[src/rtl/cdf_pkg.sv]
// Shared constants and state encoding for the CDF stage of the histogram-equalization pipeline.
package cdf_pkg;

  typedef enum logic [1:0] {
    IDLE  = 2'd0,
    ISSUE = 2'd1,
    DRAIN = 2'd2,
    DONE  = 2'd3
  } cdf_state_t;

  localparam int CDF_BINS    = 256;
  localparam int CDF_ADDR_W  = 16;
  localparam int CDF_COUNT_W = 20;

endpackage

[src/rtl/cdf_hist_reader_if.sv]
// Histogram SRAM port plus the bin stream toward the CDF accumulator.
interface cdf_hist_reader_if #(
  parameter int ADDR_W  = 16,
  parameter int COUNT_W = 20
);

  logic               HistReadEn;
  logic [ADDR_W-1:0]  HistReadAddress;
  logic [COUNT_W-1:0] HistData;
  logic               HistWriteEn;
  logic [ADDR_W-1:0]  HistWriteAddress;
  logic [COUNT_W-1:0] HistWriteData;
  logic [COUNT_W-1:0] AccumlateOut;
  logic [ADDR_W-1:0]  StoreAddressOut;
  logic               StartOut;

  modport master (
    output HistReadEn, HistReadAddress, HistWriteEn, HistWriteAddress, HistWriteData,
    output AccumlateOut, StoreAddressOut, StartOut,
    input  HistData
  );

  modport slave (
    input  HistReadEn, HistReadAddress, HistWriteEn, HistWriteAddress, HistWriteData,
    input  AccumlateOut, StoreAddressOut, StartOut,
    output HistData
  );

endinterface

[src/rtl/cdf_hist_reader_valid_delay.sv]
// Tags returning SRAM data: shifts {valid, bin index} by the SRAM read latency.
module cdf_valid_delay #(
  parameter int DEPTH = 1,
  parameter int IDX_W = 9
) (
  input  logic             clock,
  input  logic             reset,
  input  logic             clear,
  input  logic             in_valid,
  input  logic [IDX_W-1:0] in_idx,
  output logic             out_valid,
  output logic [IDX_W-1:0] out_idx
);

  logic [DEPTH-1:0] vld_q;
  logic [IDX_W-1:0] idx_q [DEPTH];

  always_ff @(posedge clock) begin
    if (reset || clear) begin
      vld_q <= '0;
      for (int i = 0; i < DEPTH; i++) idx_q[i] <= '0;
    end else begin
      vld_q[0] <= in_valid;
      idx_q[0] <= in_idx;
      for (int i = 1; i < DEPTH; i++) begin
        vld_q[i] <= vld_q[i-1];
        idx_q[i] <= idx_q[i-1];
      end
    end
  end

  assign out_valid = vld_q[DEPTH-1];
  assign out_idx   = idx_q[DEPTH-1];

endmodule

[src/rtl/cdf_hist_reader.sv]
// Sweeps the histogram SRAM one bin per cycle and streams gap-free counts to the CDF accumulator.
//   state | meaning
//   IDLE  | waiting for Go, base address latched on accept
//   ISSUE | one SRAM read per cycle, bins 0..BINS-1
//   DRAIN | last reads returning, RD_LAT+1 cycles
//   DONE  | one-cycle completion pulse
module cdf_hist_reader
  import cdf_pkg::*;
#(
  parameter int BINS             = CDF_BINS,
  parameter int ADDR_W           = CDF_ADDR_W,
  parameter int COUNT_W          = CDF_COUNT_W,
  parameter int RD_LAT           = 1,
  parameter bit CLEAR_AFTER_READ = 1'b1
) (
  input  logic              clock,
  input  logic              reset,
  input  logic              Go,
  input  logic              Abort,
  input  logic [ADDR_W-1:0] BaseAddressIn,
  cdf_hist_reader_if.master hist,
  output logic              Busy,
  output logic              Done
);

  // One extra bit so the counter can hold BINS itself (BINS=65536 terminates).
  localparam int IDX_W = $clog2(BINS) + 1;

  cdf_state_t         state_q, state_d;
  logic [IDX_W-1:0]   bin_q, bin_d;
  logic [ADDR_W-1:0]  base_q, base_d;
  logic [1:0]         drain_q, drain_d;
  logic               issue;
  logic               tag_valid;
  logic [IDX_W-1:0]   tag_idx;
  logic               start_q;
  logic [COUNT_W-1:0] acc_q;
  logic [ADDR_W-1:0]  store_q;

  always_ff @(posedge clock) begin
    if (reset) begin
      state_q <= IDLE;
      bin_q   <= '0;
      base_q  <= '0;
      drain_q <= '0;
    end else begin
      state_q <= state_d;
      bin_q   <= bin_d;
      base_q  <= base_d;
      drain_q <= drain_d;
    end
  end

  always_comb begin
    state_d = state_q;
    bin_d   = bin_q;
    base_d  = base_q;
    drain_d = drain_q;
    case (state_q)
      IDLE: begin
        if (Go && !Abort) begin
          state_d = ISSUE;
          base_d  = BaseAddressIn;
          bin_d   = '0;
        end
      end
      ISSUE: begin
        bin_d = bin_q + 1'b1;
        if (bin_q == IDX_W'(BINS - 1)) begin
          state_d = DRAIN;
          drain_d = 2'(RD_LAT);
        end
      end
      DRAIN: begin
        if (drain_q == 2'd0) state_d = DONE;
        else                 drain_d = drain_q - 1'b1;
      end
      DONE:    state_d = IDLE;
      default: state_d = IDLE;
    endcase
    if (Abort && state_q != IDLE) state_d = IDLE;
  end

  assign issue = (state_q == ISSUE);

  cdf_valid_delay #(
    .DEPTH (RD_LAT),
    .IDX_W (IDX_W)
  ) u_valid_delay (
    .clock     (clock),
    .reset     (reset),
    .clear     (Abort),
    .in_valid  (issue),
    .in_idx    (bin_q),
    .out_valid (tag_valid),
    .out_idx   (tag_idx)
  );

  // Outputs are forced to zero outside the Start window so the accumulator sees clean idle values.
  always_ff @(posedge clock) begin
    if (reset || Abort) begin
      start_q <= 1'b0;
      acc_q   <= '0;
      store_q <= '0;
    end else begin
      start_q <= tag_valid;
      acc_q   <= tag_valid ? hist.HistData : '0;
      store_q <= tag_valid ? ADDR_W'(tag_idx) : '0;
    end
  end

  assign hist.HistReadEn       = issue;
  assign hist.HistReadAddress  = issue ? base_q + ADDR_W'(bin_q) : '0;
  assign hist.HistWriteEn      = CLEAR_AFTER_READ && tag_valid;
  assign hist.HistWriteAddress = (CLEAR_AFTER_READ && tag_valid) ? base_q + ADDR_W'(tag_idx) : '0;
  assign hist.HistWriteData    = '0;
  assign hist.AccumlateOut     = acc_q;
  assign hist.StoreAddressOut  = store_q;
  assign hist.StartOut         = start_q;

  assign Busy = (state_q != IDLE);
  assign Done = (state_q == DONE);

endmodule

[src/flat_wrapper.sv]
// flat-port wrapper written by rule: the top's interface ports become plain ports
module cdf_hist_reader_flat import cdf_pkg::*;
#(
  parameter int BINS             = CDF_BINS,
  parameter int ADDR_W           = CDF_ADDR_W,
  parameter int COUNT_W          = CDF_COUNT_W,
  parameter int RD_LAT           = 1,
  parameter bit CLEAR_AFTER_READ = 1'b1
)
  (clock, reset, Go, Abort, BaseAddressIn, Busy, Done, hist_HistReadEn, hist_HistReadAddress, hist_HistWriteEn, hist_HistWriteAddress, hist_HistWriteData, hist_AccumlateOut, hist_StoreAddressOut, hist_StartOut, hist_HistData);
  cdf_hist_reader_if #(.ADDR_W(ADDR_W), .COUNT_W(COUNT_W)) hist_i ();
  input  logic clock;
  input  logic reset;
  input  logic Go;
  input  logic Abort;
  input  logic [ADDR_W-1:0] BaseAddressIn;
  output logic Busy;
  output logic Done;
  output wire logic [$bits(hist_i.HistReadEn)-1:0] hist_HistReadEn;
  output wire logic [$bits(hist_i.HistReadAddress)-1:0] hist_HistReadAddress;
  output wire logic [$bits(hist_i.HistWriteEn)-1:0] hist_HistWriteEn;
  output wire logic [$bits(hist_i.HistWriteAddress)-1:0] hist_HistWriteAddress;
  output wire logic [$bits(hist_i.HistWriteData)-1:0] hist_HistWriteData;
  output wire logic [$bits(hist_i.AccumlateOut)-1:0] hist_AccumlateOut;
  output wire logic [$bits(hist_i.StoreAddressOut)-1:0] hist_StoreAddressOut;
  output wire logic [$bits(hist_i.StartOut)-1:0] hist_StartOut;
  input wire logic [$bits(hist_i.HistData)-1:0] hist_HistData;
  assign hist_HistReadEn = hist_i.HistReadEn;
  assign hist_HistReadAddress = hist_i.HistReadAddress;
  assign hist_HistWriteEn = hist_i.HistWriteEn;
  assign hist_HistWriteAddress = hist_i.HistWriteAddress;
  assign hist_HistWriteData = hist_i.HistWriteData;
  assign hist_AccumlateOut = hist_i.AccumlateOut;
  assign hist_StoreAddressOut = hist_i.StoreAddressOut;
  assign hist_StartOut = hist_i.StartOut;
  assign hist_i.HistData = hist_HistData;
  cdf_hist_reader #(.BINS(BINS), .ADDR_W(ADDR_W), .COUNT_W(COUNT_W), .RD_LAT(RD_LAT), .CLEAR_AFTER_READ(CLEAR_AFTER_READ)) u_core (.clock(clock), .reset(reset), .Go(Go), .Abort(Abort), .BaseAddressIn(BaseAddressIn), .hist(hist_i), .Busy(Busy), .Done(Done));
endmodule
[config.mk]
export PLATFORM = sky130hd
export DESIGN_NAME = cdf_hist_reader_flat
export DESIGN_NICKNAME = d
export VERILOG_FILES = /design/src/rtl/cdf_pkg.sv /design/src/rtl/cdf_hist_reader_if.sv /design/src/rtl/cdf_hist_reader_valid_delay.sv /design/src/rtl/cdf_hist_reader.sv /design/src/flat_wrapper.sv
export SDC_FILE = /design/constraint.sdc
export NUM_CORES = 1
export LEC_CHECK = 0
export ABC_AREA = 1
export CAP_MARGIN = 20
export CORE_ASPECT_RATIO = 0.5
export CORE_MARGIN = 4
export CORE_UTILIZATION = 64
export DETAILED_ROUTE_END_ITERATION = 6
export DONT_BUFFER_PORTS = 1
export GPL_ROUTABILITY_DRIVEN = 0
export MAX_ROUTING_LAYER = met4
export PLACE_DENSITY = 0.87
export SLEW_MARGIN = 10
export SYNTH_ARGS = -nofsm -noshare
export SYNTH_HDL_FRONTEND = slang
export SYNTH_HIERARCHICAL = 1
export SYNTH_SLANG_ARGS = --single-unit
[constraint.sdc]
create_clock -name clock -period 2 [get_ports clock]
set_input_delay 0.2 -clock clock [delete_from_list [all_inputs] [get_ports clock]]
set_output_delay 0.2 -clock clock [all_outputs]
set_load 0.05 [all_outputs]
==> results_dict.tcl, run 1 <==
set metrics [dict create \
    status "stopped before the end" \
    lastStage "global routing" \
    error_line "[ERROR DPL-0038] Utilization greater than 100%, impossible to legalize" \
    synth_top_cell_by_area "dfxtp_1" \
    synthArstFlopShare 0 \
    syn_area_sq_um 4130 \
    numCtsBuffers 9 \
    start_util 0.671 \
    ys_types 27 \
    ios 133 \
    netlist_instances 636 \
    yosysWarningCount 6 \
    synthTopCellsByArea "dfxtp_1 33%, inv_1 12%, nand2_1 11%, nor2_1 8.5%, ha_1 7.6%" \
    cts_max_level 3 \
    synth.most_common_cell "inv_1" \
    port_buffers 0 \
    worst_endpoint "hist_HistWriteAddress[12]" \
    rows 20 \
    synth_edf_count 0 \
    cts_num_sinks 69 \
    synth_common_cells "135 x inv_1, 126 x nand2_1, 94 x nor2_1" \
    endpoint_type "top-level output" \
    cts_root_buf "clkbuf_16" \
    seq_area_frac_synth 0.335 \
    die_w_um 122 \
    synth_flop_cell "dfxtp_1" \
    yosysTopAreaCellShare 0.335 \
    synth.avg_cell_area_sq_um 6.49 \
    die_height_um 64.8 \
    hpwlAfterDp_mm 8.50 \
    clockBufferDepth 2 \
    grt_start_max_net_pins 31 \
    ys_seq_elements 69 \
    placed_cells 768 \
]
[cell families after synthesis]
group	after synthesis	synth area share
adders and majority gates	27	0.0855
other	1	0.000908
xor gates and xnor gates	6	0.0127
buffers and inverters	173	0.183
AOI/OAI and AO/OA	89	0.113
and+or+nand+nor	271	0.270
DFF	69	0.335
[metrics by stage]
step	utilization	setup slack (ps)	instance area (sq um)
after detailed placement	0.792	-144	4870
after CTS	0.969	-309	5960
after floorplan	-	-85.5	4320
after global placement	0.792	-5.92	4870
[what timing repair did]
item | 4_1_cts
pin swaps | 23
endpoints found under the setup margin | 28
hold endpoints to repair | 25
resized for setup | 115
hold buffers | 22
setup buffers | 11
==> run 2, diff against run 1 <==
--- a/config.mk
+++ b/config.mk
@@ -7,14 +7,12 @@
 export LEC_CHECK = 0
 export ABC_AREA = 1
 export CAP_MARGIN = 20
-export CORE_ASPECT_RATIO = 0.5
 export CORE_MARGIN = 4
-export CORE_UTILIZATION = 64
+export CORE_UTILIZATION = 40
 export DETAILED_ROUTE_END_ITERATION = 6
 export DONT_BUFFER_PORTS = 1
 export GPL_ROUTABILITY_DRIVEN = 0
-export MAX_ROUTING_LAYER = met4
-export PLACE_DENSITY = 0.87
+export PLACE_DENSITY_LB_ADDON = 0.15
 export SLEW_MARGIN = 10
 export SYNTH_ARGS = -nofsm -noshare
 export SYNTH_HDL_FRONTEND = slang
==> run 2 against run 1 <==
  * The flow now finishes, with violations (setup timing)
  * Synthesized area is the same
  * Synthesized cell count is the same
==> results_dict.tcl, run 2 <==
set metrics [dict create \
    via_count 4383 \
    grt_pass1_vias 4185 \
    violations "setup timing" \
    antenna_found_initial 0 \
    ir_worst_vdd_v 0.000948 \
    hold_violations 0 \
    cp_top_family "adder cells" \
    rsz0062_at_grt "true" \
    ios 133 \
    grt_pass1_wl_mm 19.2 \
    sequential_cell_area_sq_um 1440 \
    hp-class "in2reg" \
    critPathMaxFanout 3 \
    final_util 0.669 \
    wire_per_inst_um 15.6 \
    n_fill_cell 814 \
    layout.nets 818 \
    cp.required_ps 1800 \
    drc 0 \
    layout-drive-gt1-share 0.418 \
    synth_flop_cell "dfxtp_1" \
    fp.dieArea_sq_um 12000 \
    die_height_um 110 \
    synth_edf_count 0 \
    die_w_um 110 \
    finalSetupViolCount 27 \
    p_per_area_nw_per_um2 698 \
    yosysTopAreaCellShare 0.335 \
    fin_tns_setup_ps -3510 \
    synth_common_cells "135 x inv_1, 126 x nand2_1, 94 x nor2_1" \
    numCtsBuffers 9 \
    dr.pass1.iters 5 \
    synth_top_cell_by_area "dfxtp_1" \
    netlist_instances 636 \
    synth.avg_cell_area_sq_um 6.49 \
    slew_headroom 0.451 \
    layout_commonest_cell "inv_1" \
    layout-area-overhead-vs-synth_pct 60.5 \
    holdWs_ps 34.3 \
    syn_area_sq_um 4130 \
    synthArstFlopShare 0 \
    start_util 0.417 \
    drv_slew 0 \
    core_sq_um 9910 \
    final_cell_mix "122 x inv_1, 71 x nand2_1, 65 x nor2_1" \
    max-cap-violations 0 \
    fmax_mhz 453 \
    clockBufferDepth 2 \
    ys_types 27 \
    clock_skew_ps 14.9 \
    cts_root_buf "clkbuf_8" \
    worst_pin_slew_ps 823 \
    synth.most_common_cell "inv_1" \
    drtAntennaViolNets 0 \
    cp-start-kind "flip-flop" \
    setup_ws_ps -208 \
    slowest_stage "dfxtp_4" \
    multi_input_area_sq_um 3050 \
    port_buffers 0 \
    p_leak_nw 3.03 \
    drt_iter0_drc 222 \
    hpwlAfterDp_mm 8.74 \
    gr-total-overflow 0 \
    crit_arrival_ps 2010 \
    status "complete, but fails checks" \
    place_ws_ps -91.3 \
    synthTopCellsByArea "dfxtp_1 33%, inv_1 12%, nand2_1 11%, nor2_1 8.5%, ha_1 7.6%" \
    largest_reg_flops 20 \
    worstPathCellList "ha_4 -> inv_2 -> fa_2 -> inv_2 -> nand3_2 -> nand3_4 -> nand2_2 -> nand2_2 -> o21ai_2 -> a21oi_4 -> buf_12" \
    critPathKind "reg2out" \
    rows 36 \
    cts_max_level 3 \
    track_usage 0.204 \
    antenna_cells 0 \
    yosysWarningCount 6 \
    cts_num_sinks 69 \
    path_buf_inv 3 \
    viasPerCell 4.93 \
    critPathMaxStageDelay_ps 380 \
    insertion_delay_ps 350 \
    path_clk_slew_ps 90 \
    cp-end-kind "primary output" \
    seq_area_frac_synth 0.335 \
    period_share 1.10 \
    ys_seq_elements 69 \
    wirelength_mm 13.8 \
    min_period_ps 2210 \
    grt_start_max_net_pins 30 \
    cts_tree "done" \
]
run 2: cell families (layout without fill, tap and decap cells):
family                   after synthesis  after routing  share of synthesized area
AND/OR/NAND/NOR                      271            271                      0.270
other                                  1             27                   0.000908
XOR/XNOR                               6              6                     0.0127
AO/OA/AOI/OAI                         89             89                      0.113
buffers and inverters                173            267                      0.183
flip-flops                            69             69                      0.335
adder cells (fa/ha/maj)               27             27                     0.0855
run 2: per-stage QoR:
stage          total power [mW]  cells  area (sq um)
2_1_floorplan              2.72    662          4320
3_3_place_gp               3.13    821          5010
3_5_place_dp               3.15    821          5010
4_1_cts                    4.48    877          6210
5_1_grt                    4.87    889          6630
6_report                   4.62    889          6630
run 2: cell type report:
cell class | instances | area share
clock buffers | 9 | 0.0187
multi-input cells | 420 | 0.460
well taps | 133 | 0.0251
repair buffers | 115 | 0.194
flip-flops and latches | 69 | 0.217
inverters | 136 | 0.0774
clock inverters | 7 | 0.00850
run 2: worst min-delay path: stages:
cell and delay (ps):
a21oi_1 40, o21ai_1 70, a21oi_1 40
run 2: final timing paths:
kind         slack (ps)                                         from                                         to  cells past startpoint
max reg2reg         110                 u_core/bin_q[0]$_SDFFE_PP0P_             u_core/state_q[1]$_SDFFE_PP0P_                     11
max                -210                u_core/base_q[0]$_SDFFE_PP0P_                   hist_HistWriteAddress[8]                     11
min                  30                                        reset             u_core/state_q[0]$_SDFFE_PP0P_                      3
min reg2reg         470  u_core/u_valid_delay/idx_q[0][2]$_SDFF_PP0_  u_core/hist.StoreAddressOut[2]$_SDFF_PP0_                      2
run 2: power breakdown:
group | leakage (nW) | internal [mW] | total (mW) | switching, mW
registers | 0.573 | 1.50 | 1.64 | 0.147
clock network | 0.0906 | 0.465 | 1.07 | 0.602
logic | 2.37 | 0.698 | 1.91 | 1.21
run 2: layer usage:
metal	routed length, um	global-route usage
met1	5100	0.234
met2	7450	0.365
met3	839	0.0411
met4	440	0.0899
met5	0	0
run 2: repair_timing:
action,CTS,global route
buffers inserted,18,13
gates cloned,0,0
gates resized for setup,162,95
hold buffers,22,0
setup endpoints to repair,28,32
hold endpoints to repair,25,0
pin swaps,58,61
(Power assumes the default switching activity.)
==> RTL change (settings of run 2) <==
Put a register stage on the outputs `Busy` and `Done`. The values now appear one clock later. The other outputs are not delayed to match.
--- a/src/rtl/cdf_hist_reader.sv
+++ b/src/rtl/cdf_hist_reader.sv
@@ -118,8 +118,10 @@
   assign hist.StoreAddressOut  = store_q;
   assign hist.StartOut         = start_q;
 
-  assign Busy = (state_q != IDLE);
-  assign Done = (state_q == DONE);
+  always_ff @(posedge clock) begin
+    Busy <= (state_q != IDLE);
+    Done <= (state_q == DONE);
+  end
 
 endmodule
 
Behaviour: not the same (Yosys sat finds a counterexample within 4 cycles, from zero or initial values and one cycle with reset high).
==> RTL change against run 2 <==
The flow still finishes with violations (setup timing); largest power group unchanged; power rose by 6.2%; sequential power rose by 6%; clock skew decreased by 3.7 ps; highest routed layer unchanged; setup slack worse by 61 ps; synthesized area is 0.79% higher; routed wire length shrank 0.98%; sequential cell count up 2; design area is 0.36% lower.
==> RTL change: results (changes against run 2) <==
[flow_run]
max_cap_violations = 0  ; unchanged

[yosys]
ys_async_sr_fraction_pct = 0  ; unchanged
ys_warn_count = 6  ; unchanged
synth-adder-area-share_pct = 8.48  ; -0.067 points
synth_top_cells_by_area = sky130_fd_sc_hd__dfxtp_1 34%, sky130_fd_sc_hd__inv_1 12%, sky130_fd_sc_hd__nand2_1 11%
fraction_of_the_mapped_netlist_area_in_compound_gates_pct = 11.2  ; -0.15 points
synth_cell_types = 28  ; +3.7%
ys_top_cells_by_count = 132 x sky130_fd_sc_hd__inv_1, 121 x sky130_fd_sc_hd__nand2_1, 98 x sky130_fd_sc_hd__nor2_1
synth.mux.area_fraction_pct = 0  ; unchanged
synth.yosys.seq_area_share_pct = 34.2  ; +0.70 points
post_synth_xor_area_fraction_pct = 1.47  ; +0.20 points

[clock_network]
worst_skew_pair.late_latency_ps = 360
worst_setup_hold_path_clk_slew_ps = 90  ; about the same
cts.path.max_buffers = 2  ; unchanged
cts_root_buffer = sky130_fd_sc_hd__clkbuf_8

[detailed_routing]
routed_wl_um = 13700  ; -0.98%
initialDrtViolationCount = 204  ; -8.1%
drt-pass1-iter-count = 4  ; -1
avgViaCountPerCell = 4.83  ; -1.9%

[run_status]
failed_checks = setup timing
result_of_the_run = finished, violations left

[finish]
layout-drive-gt1-share_pct = 39.2  ; -2.6 points
filler_cell_count = 756  ; -7.1%
design.final.nets = 801  ; -2.1%
largest_register_ffs = 20  ; unchanged

[sta]
final_setup_vio_count = 29  ; +7.4%
setup_slack_ps = -270  ; -61.1 ps
max_slew.worst_pin.slew_ps = 831  ; +8.60 ps
finClkSkew_ps = 11.2  ; -3.71 ps

[grt]
globalRouteTotalUtil_pct = 21.1  ; +0.69 points
number_of_global_route_vias_before_repair = 4117  ; -1.6%
initial_antenna_violation_count = 0  ; unchanged
grt_first_pass_wirelength_um = 19600  ; +2.1%

[placed_design]
placed_cell_area_um2 = 4990  ; -0.42%
dp_worst_setup_slack_ps = -31.8  ; +59.6 ps
dp_hpwl_um = 9010  ; +3.1%

[setup_path]
timing.critical_path.arrival_ps = 2070  ; +60 ps

[power]
ir_drop_mv = 0.673  ; -29%
leakage_nw = 3.01  ; -0.56%

## RTL change: cells by family after synthesis
family	Yosys count
buffers and inverters	170
DFF	71
adders and majority gates	27
xor gates and xnor gates	7
and+or+nand+nor	270
other	1
AOI/OAI and AO/OA	88
## RTL change: layout make-up
class                      count  area, um2  area share, %
multi-input combinational    419       3060           46.3
sequential                    71       1480           22.4
timing repair buffer         100       1170           17.7
inverter                     133        504           7.64
tap                          133        166           2.52
clock buffer                   9        124           1.88
clock inverter                 7        103           1.55
## RTL change: per-stage QoR
step                hold WS [ps]  utilization [%]  TNS, ps  cells
floorplan                    269                -    -94.6    660
global placement             271             50.2        0    811
detailed placement           273             50.2    -60.2    811
CTS                         21.6             62.1    -3530    864
global route               0.983             66.3    -7160    872
finish                      24.9             66.3    -4260    872
## RTL change: routing by layer
metal / track usage, % / wire length (um) / vias to the layer above
li1: - / - / 2091
met2: 39.0 / 7370 / 127
met3: 4.72 / 756 / 35
met4: 9.17 / 385 / 0
met5: 0 / 0 / -
met1: 22.9 / 5180 / 1963
## RTL change: worst max-delay path, stage by stage, from the launching register on
cell	delay [ps]
sky130_fd_sc_hd__dfxtp_4	390
sky130_fd_sc_hd__ha_4	140
sky130_fd_sc_hd__inv_2	30
sky130_fd_sc_hd__fa_2	350
sky130_fd_sc_hd__inv_4	100
sky130_fd_sc_hd__nand3_4	80
sky130_fd_sc_hd__nand3_4	110
sky130_fd_sc_hd__nand3_2	80
sky130_fd_sc_hd__nand4_1	80
sky130_fd_sc_hd__nand2_1	80
sky130_fd_sc_hd__nor2_4	110
sky130_fd_sc_hd__buf_12	140
## RTL change: path summary, 6_finish.rpt
path                            cells after the start                       end         startpoint  slack [ps]
worst max register to register                     13         u_core/state_q[1]    u_core/bin_q[1]         -30
worst min register to register                      2         u_core/drain_q[1]  u_core/drain_q[1]         460
worst max-delay path                               11  hist_HistReadAddress[12]   u_core/base_q[0]        -270
worst min-delay path                                3         u_core/state_q[0]              reset          20
## RTL change: what timing repair did
action                                 4_1_cts  5_1_grt
gates resized for setup                    155       99
hold buffers                                22        0
setup endpoints to repair                   31       32
pin swaps                                   48       50
endpoints found under the hold margin       25        0
setup buffers                               15       11
## RTL change: where the power goes
group          total (mW)  switching, mW  internal, mW  leakage [nW]
logic                1.84           1.18         0.658          2.31
registers            1.74          0.194          1.55         0.590
clock network        1.33          0.616         0.715         0.110
